--- config.mk ---
export PLATFORM = sky130hd
export DESIGN_NAME = st2_pipeline_ctrl_flat
export DESIGN_NICKNAME = d
export VERILOG_FILES = /design/src/rtl/st2_ctrl_pkg.sv /design/src/rtl/st2_pipeline_ctrl_if.sv /design/src/rtl/st2_hazard_detect.sv /design/src/rtl/st2_pipeline_ctrl.sv /design/src/flat_wrapper.sv
export SDC_FILE = /design/constraint.sdc
export NUM_CORES = 1
export LEC_CHECK = 0
export CAP_MARGIN = 20
export CORE_MARGIN = 4
export CORE_UTILIZATION = 35
export CTS_CLUSTER_DIAMETER = 100
export DETAILED_ROUTE_END_ITERATION = 8
export HOLD_SLACK_MARGIN = 0.15
export PLACE_DENSITY_LB_ADDON = 0.3
export SLEW_MARGIN = 10
export SYNTH_ARGS = -nofsm -noshare
export SYNTH_HDL_FRONTEND = slang
export SYNTH_SLANG_ARGS = --single-unit
--- constraint.sdc ---
create_clock -name clk -period 2.9 [get_ports clk]
set_input_delay 0.58 -clock clk [delete_from_list [all_inputs] [get_ports clk]]
set_output_delay 0.58 -clock clk [all_outputs]
set_load 0.05 [all_outputs]
--- src/rtl/st2_ctrl_pkg.sv ---
// Shared decode constants, state encoding and control-word layout for the
// stage-2 (decode) pipeline controller.
package st2_ctrl_pkg;

    localparam int unsigned OPC_W  = 4;
    localparam int unsigned SEL_W  = 2;
    localparam int unsigned INSN_W = 16;

    localparam logic [OPC_W-1:0] OP_RTYPE = 4'h0;
    localparam logic [OPC_W-1:0] OP_BEQ   = 4'h4;
    localparam logic [OPC_W-1:0] OP_ANDI  = 4'h6;
    localparam logic [OPC_W-1:0] OP_ORI   = 4'h7;
    localparam logic [OPC_W-1:0] OP_LW    = 4'h8;
    localparam logic [OPC_W-1:0] OP_SW    = 4'hB;
    localparam logic [OPC_W-1:0] OP_JMP   = 4'hC;
    localparam logic [OPC_W-1:0] OP_HALT  = 4'hF;

    localparam logic [OPC_W-1:0] FN_MUL = 4'h4;
    localparam logic [OPC_W-1:0] FN_DIV = 4'h5;

    localparam logic [SEL_W-1:0] SE_S4  = 2'b00;
    localparam logic [SEL_W-1:0] SE_S8  = 2'b01;
    localparam logic [SEL_W-1:0] SE_S12 = 2'b10;
    localparam logic [SEL_W-1:0] SE_Z8  = 2'b11;

    typedef enum logic [1:0] {
        RST_HOLD = 2'd0,
        RUN      = 2'd1,
        MULDIV   = 2'd2,
        HALT     = 2'd3
    } state_t;

    typedef struct packed {
        logic reg_write;
        logic mem_read;
        logic mem_write;
        logic alu_src;
        logic branch;
        logic jump;
    } ctrl_word_t;

    // Opcodes outside the decoded set behave as NOPs.
    function automatic logic is_nop(input logic [OPC_W-1:0] op);
        case (op)
            OP_RTYPE, OP_BEQ, OP_ANDI, OP_ORI,
            OP_LW, OP_SW, OP_JMP, OP_HALT: is_nop = 1'b0;
            default:                       is_nop = 1'b1;
        endcase
    endfunction

    function automatic ctrl_word_t decode_ctrl(input logic [OPC_W-1:0] op);
        ctrl_word_t c;
        c = '0;
        case (op)
            OP_RTYPE:        c.reg_write = 1'b1;
            OP_ANDI, OP_ORI: begin c.reg_write = 1'b1; c.alu_src = 1'b1; end
            OP_LW:           begin c.reg_write = 1'b1; c.mem_read = 1'b1; c.alu_src = 1'b1; end
            OP_SW:           begin c.mem_write = 1'b1; c.alu_src = 1'b1; end
            OP_BEQ:          c.branch = 1'b1;
            OP_JMP:          c.jump = 1'b1;
            default:         c = '0;
        endcase
        return c;
    endfunction

    function automatic logic [SEL_W-1:0] decode_se(input logic [OPC_W-1:0] op);
        case (op)
            OP_ANDI, OP_ORI: decode_se = SE_Z8;
            OP_BEQ:          decode_se = SE_S8;
            OP_JMP:          decode_se = SE_S12;
            default:         decode_se = SE_S4;
        endcase
    endfunction

endpackage

--- src/rtl/st2_pipeline_ctrl_if.sv ---
// Decode-stage controller bus: IF/ID and EX-side inputs, control outputs.
interface st2_pipeline_ctrl_if;
    import st2_ctrl_pkg::*;

    logic [INSN_W-1:0] ifid_instr;
    logic              idex_mem_read;
    logic [OPC_W-1:0]  idex_dst;
    logic              ex_branch_taken;
    logic [SEL_W-1:0]  se_sel;
    logic              pc_we;
    logic              ifid_we;
    logic              ifid_flush;
    logic              idex_bubble;
    logic              reg_write;
    logic              mem_read;
    logic              mem_write;
    logic              alu_src;
    logic              branch;
    logic              jump;
    logic              halted;

    modport master (
        output ifid_instr, idex_mem_read, idex_dst, ex_branch_taken,
        input  se_sel, pc_we, ifid_we, ifid_flush, idex_bubble,
               reg_write, mem_read, mem_write, alu_src, branch, jump, halted
    );

    modport slave (
        input  ifid_instr, idex_mem_read, idex_dst, ex_branch_taken,
        output se_sel, pc_we, ifid_we, ifid_flush, idex_bubble,
               reg_write, mem_read, mem_write, alu_src, branch, jump, halted
    );

endinterface

--- src/rtl/st2_hazard_detect.sv ---
// Combinational load-use detector: a load in EX whose destination feeds
// either source field of a real (non-NOP) instruction in IF/ID.
module st2_hazard_detect
    import st2_ctrl_pkg::*;
(
    input  logic             idex_mem_read,
    input  logic [OPC_W-1:0] idex_dst,
    input  logic [OPC_W-1:0] opcode,
    input  logic [OPC_W-1:0] op1,
    input  logic [OPC_W-1:0] op2,
    output logic             lu_stall
);

    assign lu_stall = idex_mem_read && !is_nop(opcode) &&
                      ((idex_dst == op1) || (idex_dst == op2));

endmodule

--- src/rtl/st2_pipeline_ctrl.sv ---
// Stage-2 decode controller: control word, sign-extend select and pipeline
// sequencing (load-use stall, branch flush, halt). Optional multiply/divide
// hold is built when ST2_MULDIV_STALL_EN is defined.
module st2_pipeline_ctrl #(
    parameter int unsigned MUL_CYCLES = 4
) (
    input  logic                  clk,
    input  logic                  rst_n,
    st2_pipeline_ctrl_if.slave    bus
);
    import st2_ctrl_pkg::*;

    if (MUL_CYCLES < 2 || MUL_CYCLES > 15) begin : g_bad_mul_cycles
        $error("st2_pipeline_ctrl: MUL_CYCLES out of range 2..15");
    end

    logic [OPC_W-1:0] opcode;
    logic             lu_stall;
    ctrl_word_t       dec_ctrl;
    state_t           state_q, state_d;
    logic             pc_we, ifid_we, ifid_flush, idex_bubble;

    assign opcode   = bus.ifid_instr[15:12];
    assign dec_ctrl = decode_ctrl(opcode);

    st2_hazard_detect u_hazard (
        .idex_mem_read (bus.idex_mem_read),
        .idex_dst      (bus.idex_dst),
        .opcode        (opcode),
        .op1           (bus.ifid_instr[11:8]),
        .op2           (bus.ifid_instr[7:4]),
        .lu_stall      (lu_stall)
    );

`ifdef ST2_MULDIV_STALL_EN
    localparam int unsigned CNT_W = 4;
    logic [CNT_W-1:0] cnt_q, cnt_d;
    logic             is_muldiv;

    assign is_muldiv = (opcode == OP_RTYPE) &&
                       ((bus.ifid_instr[3:0] == FN_MUL) || (bus.ifid_instr[3:0] == FN_DIV));

    always_ff @(posedge clk or negedge rst_n) begin
        if (!rst_n) cnt_q <= '0;
        else        cnt_q <= cnt_d;
    end
`endif

    always_ff @(posedge clk or negedge rst_n) begin
        if (!rst_n) state_q <= RST_HOLD;
        else        state_q <= state_d;
    end

    // Next state and pipeline enables; default is a full hold with a bubble.
    always_comb begin
        state_d     = state_q;
        pc_we       = 1'b0;
        ifid_we     = 1'b0;
        ifid_flush  = 1'b0;
        idex_bubble = 1'b1;
`ifdef ST2_MULDIV_STALL_EN
        cnt_d       = cnt_q;
`endif
        case (state_q)
            RST_HOLD: begin
                ifid_flush = 1'b1;
                state_d    = RUN;
            end
            RUN: begin
                if (bus.ex_branch_taken) begin
                    pc_we      = 1'b1;
                    ifid_we    = 1'b1;
                    ifid_flush = 1'b1;
                end else if (lu_stall) begin
                    state_d = RUN;
                end else if (opcode == OP_HALT) begin
                    state_d = HALT;
                end else begin
                    pc_we       = 1'b1;
                    ifid_we     = 1'b1;
                    idex_bubble = 1'b0;
`ifdef ST2_MULDIV_STALL_EN
                    if (is_muldiv) begin
                        state_d = MULDIV;
                        cnt_d   = CNT_W'(MUL_CYCLES - 1);
                    end
`endif
                end
            end
`ifdef ST2_MULDIV_STALL_EN
            // EX is busy with the multiply/divide, so a taken branch is ignored.
            MULDIV: begin
                cnt_d = (cnt_q != '0) ? cnt_q - CNT_W'(1) : '0;
                if (cnt_q <= CNT_W'(1)) state_d = RUN;
            end
`endif
            HALT: state_d = HALT;
            default: state_d = RST_HOLD;
        endcase
    end

    assign bus.pc_we       = pc_we;
    assign bus.ifid_we     = ifid_we;
    assign bus.ifid_flush  = ifid_flush;
    assign bus.idex_bubble = idex_bubble;
    assign bus.se_sel      = decode_se(opcode);
    assign bus.halted      = (state_q == HALT);
    assign bus.reg_write   = dec_ctrl.reg_write & ~idex_bubble;
    assign bus.mem_read    = dec_ctrl.mem_read  & ~idex_bubble;
    assign bus.mem_write   = dec_ctrl.mem_write & ~idex_bubble;
    assign bus.alu_src     = dec_ctrl.alu_src   & ~idex_bubble;
    assign bus.branch      = dec_ctrl.branch    & ~idex_bubble;
    assign bus.jump        = dec_ctrl.jump      & ~idex_bubble;

endmodule
--- src/flat_wrapper.sv ---
// flat-port wrapper written by rule: the top's interface ports become plain ports
module st2_pipeline_ctrl_flat import st2_ctrl_pkg::*;
#(
    parameter int unsigned MUL_CYCLES = 4
)
  (clk, rst_n, bus_ifid_instr, bus_idex_mem_read, bus_idex_dst, bus_ex_branch_taken, bus_se_sel, bus_pc_we, bus_ifid_we, bus_ifid_flush, bus_idex_bubble, bus_reg_write, bus_mem_read, bus_mem_write, bus_alu_src, bus_branch, bus_jump, bus_halted);
  st2_pipeline_ctrl_if bus_i ();
  input  logic clk;
  input  logic rst_n;
  input wire logic [$bits(bus_i.ifid_instr)-1:0] bus_ifid_instr;
  input wire logic [$bits(bus_i.idex_mem_read)-1:0] bus_idex_mem_read;
  input wire logic [$bits(bus_i.idex_dst)-1:0] bus_idex_dst;
  input wire logic [$bits(bus_i.ex_branch_taken)-1:0] bus_ex_branch_taken;
  output wire logic [$bits(bus_i.se_sel)-1:0] bus_se_sel;
  output wire logic [$bits(bus_i.pc_we)-1:0] bus_pc_we;
  output wire logic [$bits(bus_i.ifid_we)-1:0] bus_ifid_we;
  output wire logic [$bits(bus_i.ifid_flush)-1:0] bus_ifid_flush;
  output wire logic [$bits(bus_i.idex_bubble)-1:0] bus_idex_bubble;
  output wire logic [$bits(bus_i.reg_write)-1:0] bus_reg_write;
  output wire logic [$bits(bus_i.mem_read)-1:0] bus_mem_read;
  output wire logic [$bits(bus_i.mem_write)-1:0] bus_mem_write;
  output wire logic [$bits(bus_i.alu_src)-1:0] bus_alu_src;
  output wire logic [$bits(bus_i.branch)-1:0] bus_branch;
  output wire logic [$bits(bus_i.jump)-1:0] bus_jump;
  output wire logic [$bits(bus_i.halted)-1:0] bus_halted;
  assign bus_i.ifid_instr = bus_ifid_instr;
  assign bus_i.idex_mem_read = bus_idex_mem_read;
  assign bus_i.idex_dst = bus_idex_dst;
  assign bus_i.ex_branch_taken = bus_ex_branch_taken;
  assign bus_se_sel = bus_i.se_sel;
  assign bus_pc_we = bus_i.pc_we;
  assign bus_ifid_we = bus_i.ifid_we;
  assign bus_ifid_flush = bus_i.ifid_flush;
  assign bus_idex_bubble = bus_i.idex_bubble;
  assign bus_reg_write = bus_i.reg_write;
  assign bus_mem_read = bus_i.mem_read;
  assign bus_mem_write = bus_i.mem_write;
  assign bus_alu_src = bus_i.alu_src;
  assign bus_branch = bus_i.branch;
  assign bus_jump = bus_i.jump;
  assign bus_halted = bus_i.halted;
  st2_pipeline_ctrl #(.MUL_CYCLES(MUL_CYCLES)) u_core (.clk(clk), .rst_n(rst_n), .bus(bus_i));
endmodule
==> impl_metrics.py <==
metrics = {
    "global_routing": {
        "grt_pass1_vias": 564,
        "grt_pass1_wl_mm": 2.42,
        "grt_usage_pct": 16.4,
        "overflow": 0,
        "antenna_found_initial": 0,
        "grt_max_degree": 7,
    },
    "route": {
        "ant_nets": 0,
        "drc_errors": 0,
        "first_pass_iters": 4,
        "vias": 574,
        "wire_per_inst_um": 12.7,
        "vias_per_cell": 4.95,
        "drt-initial-drc-count": 13,
        "wl_mm": 1.47,
    },
    "floorplan": {
        "fp.dieArea_sq_um": 2010,
        "io_pins": 37,
        "dieWidth_um": 44.9,
        "core-area_sq_um": 1280,
        "initial_core_util_pct": 37.0,
        "die_h_um": 44.9,
        "rows": 13,
    },
    "pwr": {
        "total_power_mw": 0.381,
        "ir_drop_mv": 0.261,
        "p_leak_nw": 0.420,
        "power.density_nw_per_um2": 373,
    },
    "place": {
        "place_worst_setup_slack_ps": -79.1,
        "dpl.hpwl_mm": 1.28,
        "place.gp.congestion": 0.790,
        "io_buffers": 32,
    },
    "yosys": {
        "yosysWarnings": 0,
        "ys_types": 28,
        "syn_avg_cell_area_sq_um": 8.06,
        "syn-cell-area_sq_um": 475,
        "yosysTopAreaCell": "xnor2_1",
        "synth_top_area_share_pct": 14.7,
        "syn_nets": 86,
        "yosysSeqAreaShare_pct": 10.5,
        "syn_inst": 59,
        "synthTopCellsByArea": "xnor2_1 15%, dfrtp_1 11%, ha_1 7.9%, a41oi_4 5.8%, nand2b_4 5.8%",
        "ys_ff_latch": 2,
    },
    "timing": {
        "fin_crit_ps": 2720,
        "fin_crit_sh_pct": 93.8,
        "final-hold-violation-count": 0,
        "max_freq_ghz": 0.368,
        "grt_setup_unrepaired": "no",
        "setup_viol": 0,
        "worst_slew_pin_slew_ps": 492,
        "finalSetupTns_ps": 0,
        "clock_skew_ps": 1.27,
        "slew_headroom_pct": 67.1,
        "slew_viol_final": 0,
        "timing.final.ws_setup_ps": 181,
    },
    "critical_path": {
        "end_kind": "output port",
        "critical_path.cell_chain": "clkdlybuf4s50_1, xnor2_1, nand4_1, a21oi_4, nor3_2, buf_4, buf_12",
        "critical_path_class": "input port to output port",
        "cp_data_arrival_time_ps": 2140,
        "crit_path_start_kind": "input port",
        "crit_slowest_cell": "clkdlybuf4s50_1",
        "crit_fanout": 6,
        "cp_slowest_stage_delay_ps": 440,
        "cp_data_required_time_ps": 2320,
    },
    "finish": {
        "top_register": "u_core.state_q",
        "finish.utilization_pct": 79.4,
        "largest_register_ffs": 2,
        "area_delta_synth_final_pct": 114,
        "top_regs": "u_core.state_q x2",
        "drive_gt1_share_pct": 33.7,
        "fill_cells": 84,
        "n_antenna_cell": 0,
        "nets": 130,
    },
    "cts": {
        "numCtsBuffers": 3,
        "cts_tree": "built",
        "insertion_delay_ps": 230,
        "cts_root_buffer": "clkbuf_4",
        "cts.clk_slew.worst_paths_ps": 30,
        "h-tree-depth": 1,
        "clkSinkCount": 2,
        "cts_setup_buffers": 0,
        "clock_path_buffers": 2,
        "ctsHoldBuffers": 0,
    },
    "flow_run": {
        "maxCapViolCount": 0,
    },
    "worst_hold_path": {
        "worst_hold_path_type": "input port to asynchronous set/reset pin",
    },
    "status": {
        "outcome": "completed",
    },
}
==> cells in the final DEF, fill, tap and decap left out, types with 2 or more instances in the layout <==
master and instances:
nor3_2 2, nor2b_1 2, o21ai_0 3, buf_4 9
dfrtp_1 2, inv_1 6, ha_1 3, clkdlybuf4s50_1 18
nor2_1 3, xnor2_1 8, a21oi_1 2, nand2_1 4
nand3_1 4, and2_1 2, nand2b_4 2, clkbuf_4 3
buf_12 11
==> timing repair <==
action	in CTS	in global routing
gates resized for setup	4	1
hold endpoints to repair	0	0
gates cloned	0	0
setup endpoints to repair	5	8
pin swaps	2	1
==> per-layer routing <==
metal,up-vias,GRT usage [%],share of wire [%]
li1,291,-,-
met2,17,31.5,57
met5,-,0,0
met4,0,9.94,0.68
met1,264,17.0,37
met3,2,1.20,4.7
==> cells by family after synthesis <==
family / count (synthesis) / synth area share (%)
flops: 2 / 10.5
fa+ha+maj: 3 / 7.90
buf+inv: 7 / 6.32
xor+xnor: 8 / 14.7
compound gates: 12 / 23.2
simple gates: 27 / 37.4
==> layout make-up <==
class	count	area [sq um]	area share [%]
clock buffer	3	22.5	2.21
inverter	6	22.5	2.21
multi-input combinational	50	417	40.9
sequential	2	50.0	4.91
tap	15	18.8	1.84
timing repair buffer	40	489	48.0
==> stage by stage <==
stage	hold WS, ps	instance area [sq um]	cells
2_1_floorplan	284	478	59
3_3_place_gp	474	977	113
3_5_place_dp	515	977	113
4_1_cts	510	1020	116
5_1_grt	510	1020	116
6_report	511	1020	116
==> worst paths after layout <==
check,end,depth (start not counted),slack [ps],start
setup / recovery,bus_jump,7,180,bus_idex_dst[0]
hold / removal,u_core.state_q[1],1,510,rst_n
setup reg to reg,u_core.state_q[1],3,1810,u_core.state_q[0]
hold reg to reg,u_core.state_q[0],1,510,u_core.state_q[1]
max in group asynchronous,u_core.state_q[0],1,2270,rst_n
min in group clk,u_core.state_q[0],1,510,u_core.state_q[1]
==> synth_stat cells <==
master and n:
nand2b_1 1, nand3_1 4, nor3_1 2, nand4b_1 1, nand4_2 1, buf_4 1
o31ai_2 1, inv_1 6, o21ai_0 3, a21oi_1 2, a41oi_4 1, nor2_1 4
a21o_1 1, a21oi_4 1, and3b_4 1, a211oi_1 1, nand4_1 1, o21a_1 1
o22ai_1 1, nor2b_1 2, and3_1 1, nand2_1 4, ha_1 3, nor4_2 1
nand2b_4 2, dfrtp_1 2, xnor2_1 8, and2_1 2
==> power by group <==
group          switching (mW)  total, mW  internal [mW]
sequential            0.00473     0.0373         0.0326
combinational           0.153      0.279          0.126
clock                  0.0186     0.0646         0.0460
total                   0.176      0.381          0.204
==> worst max-delay path: cells and delay by family <==
kind | cells | cell delay, ps
buf+inv | 3 | 720
compound gates | 1 | 330
simple gates | 2 | 280
xor+xnor | 1 | 220
Power figures use the tool's default switching activity.
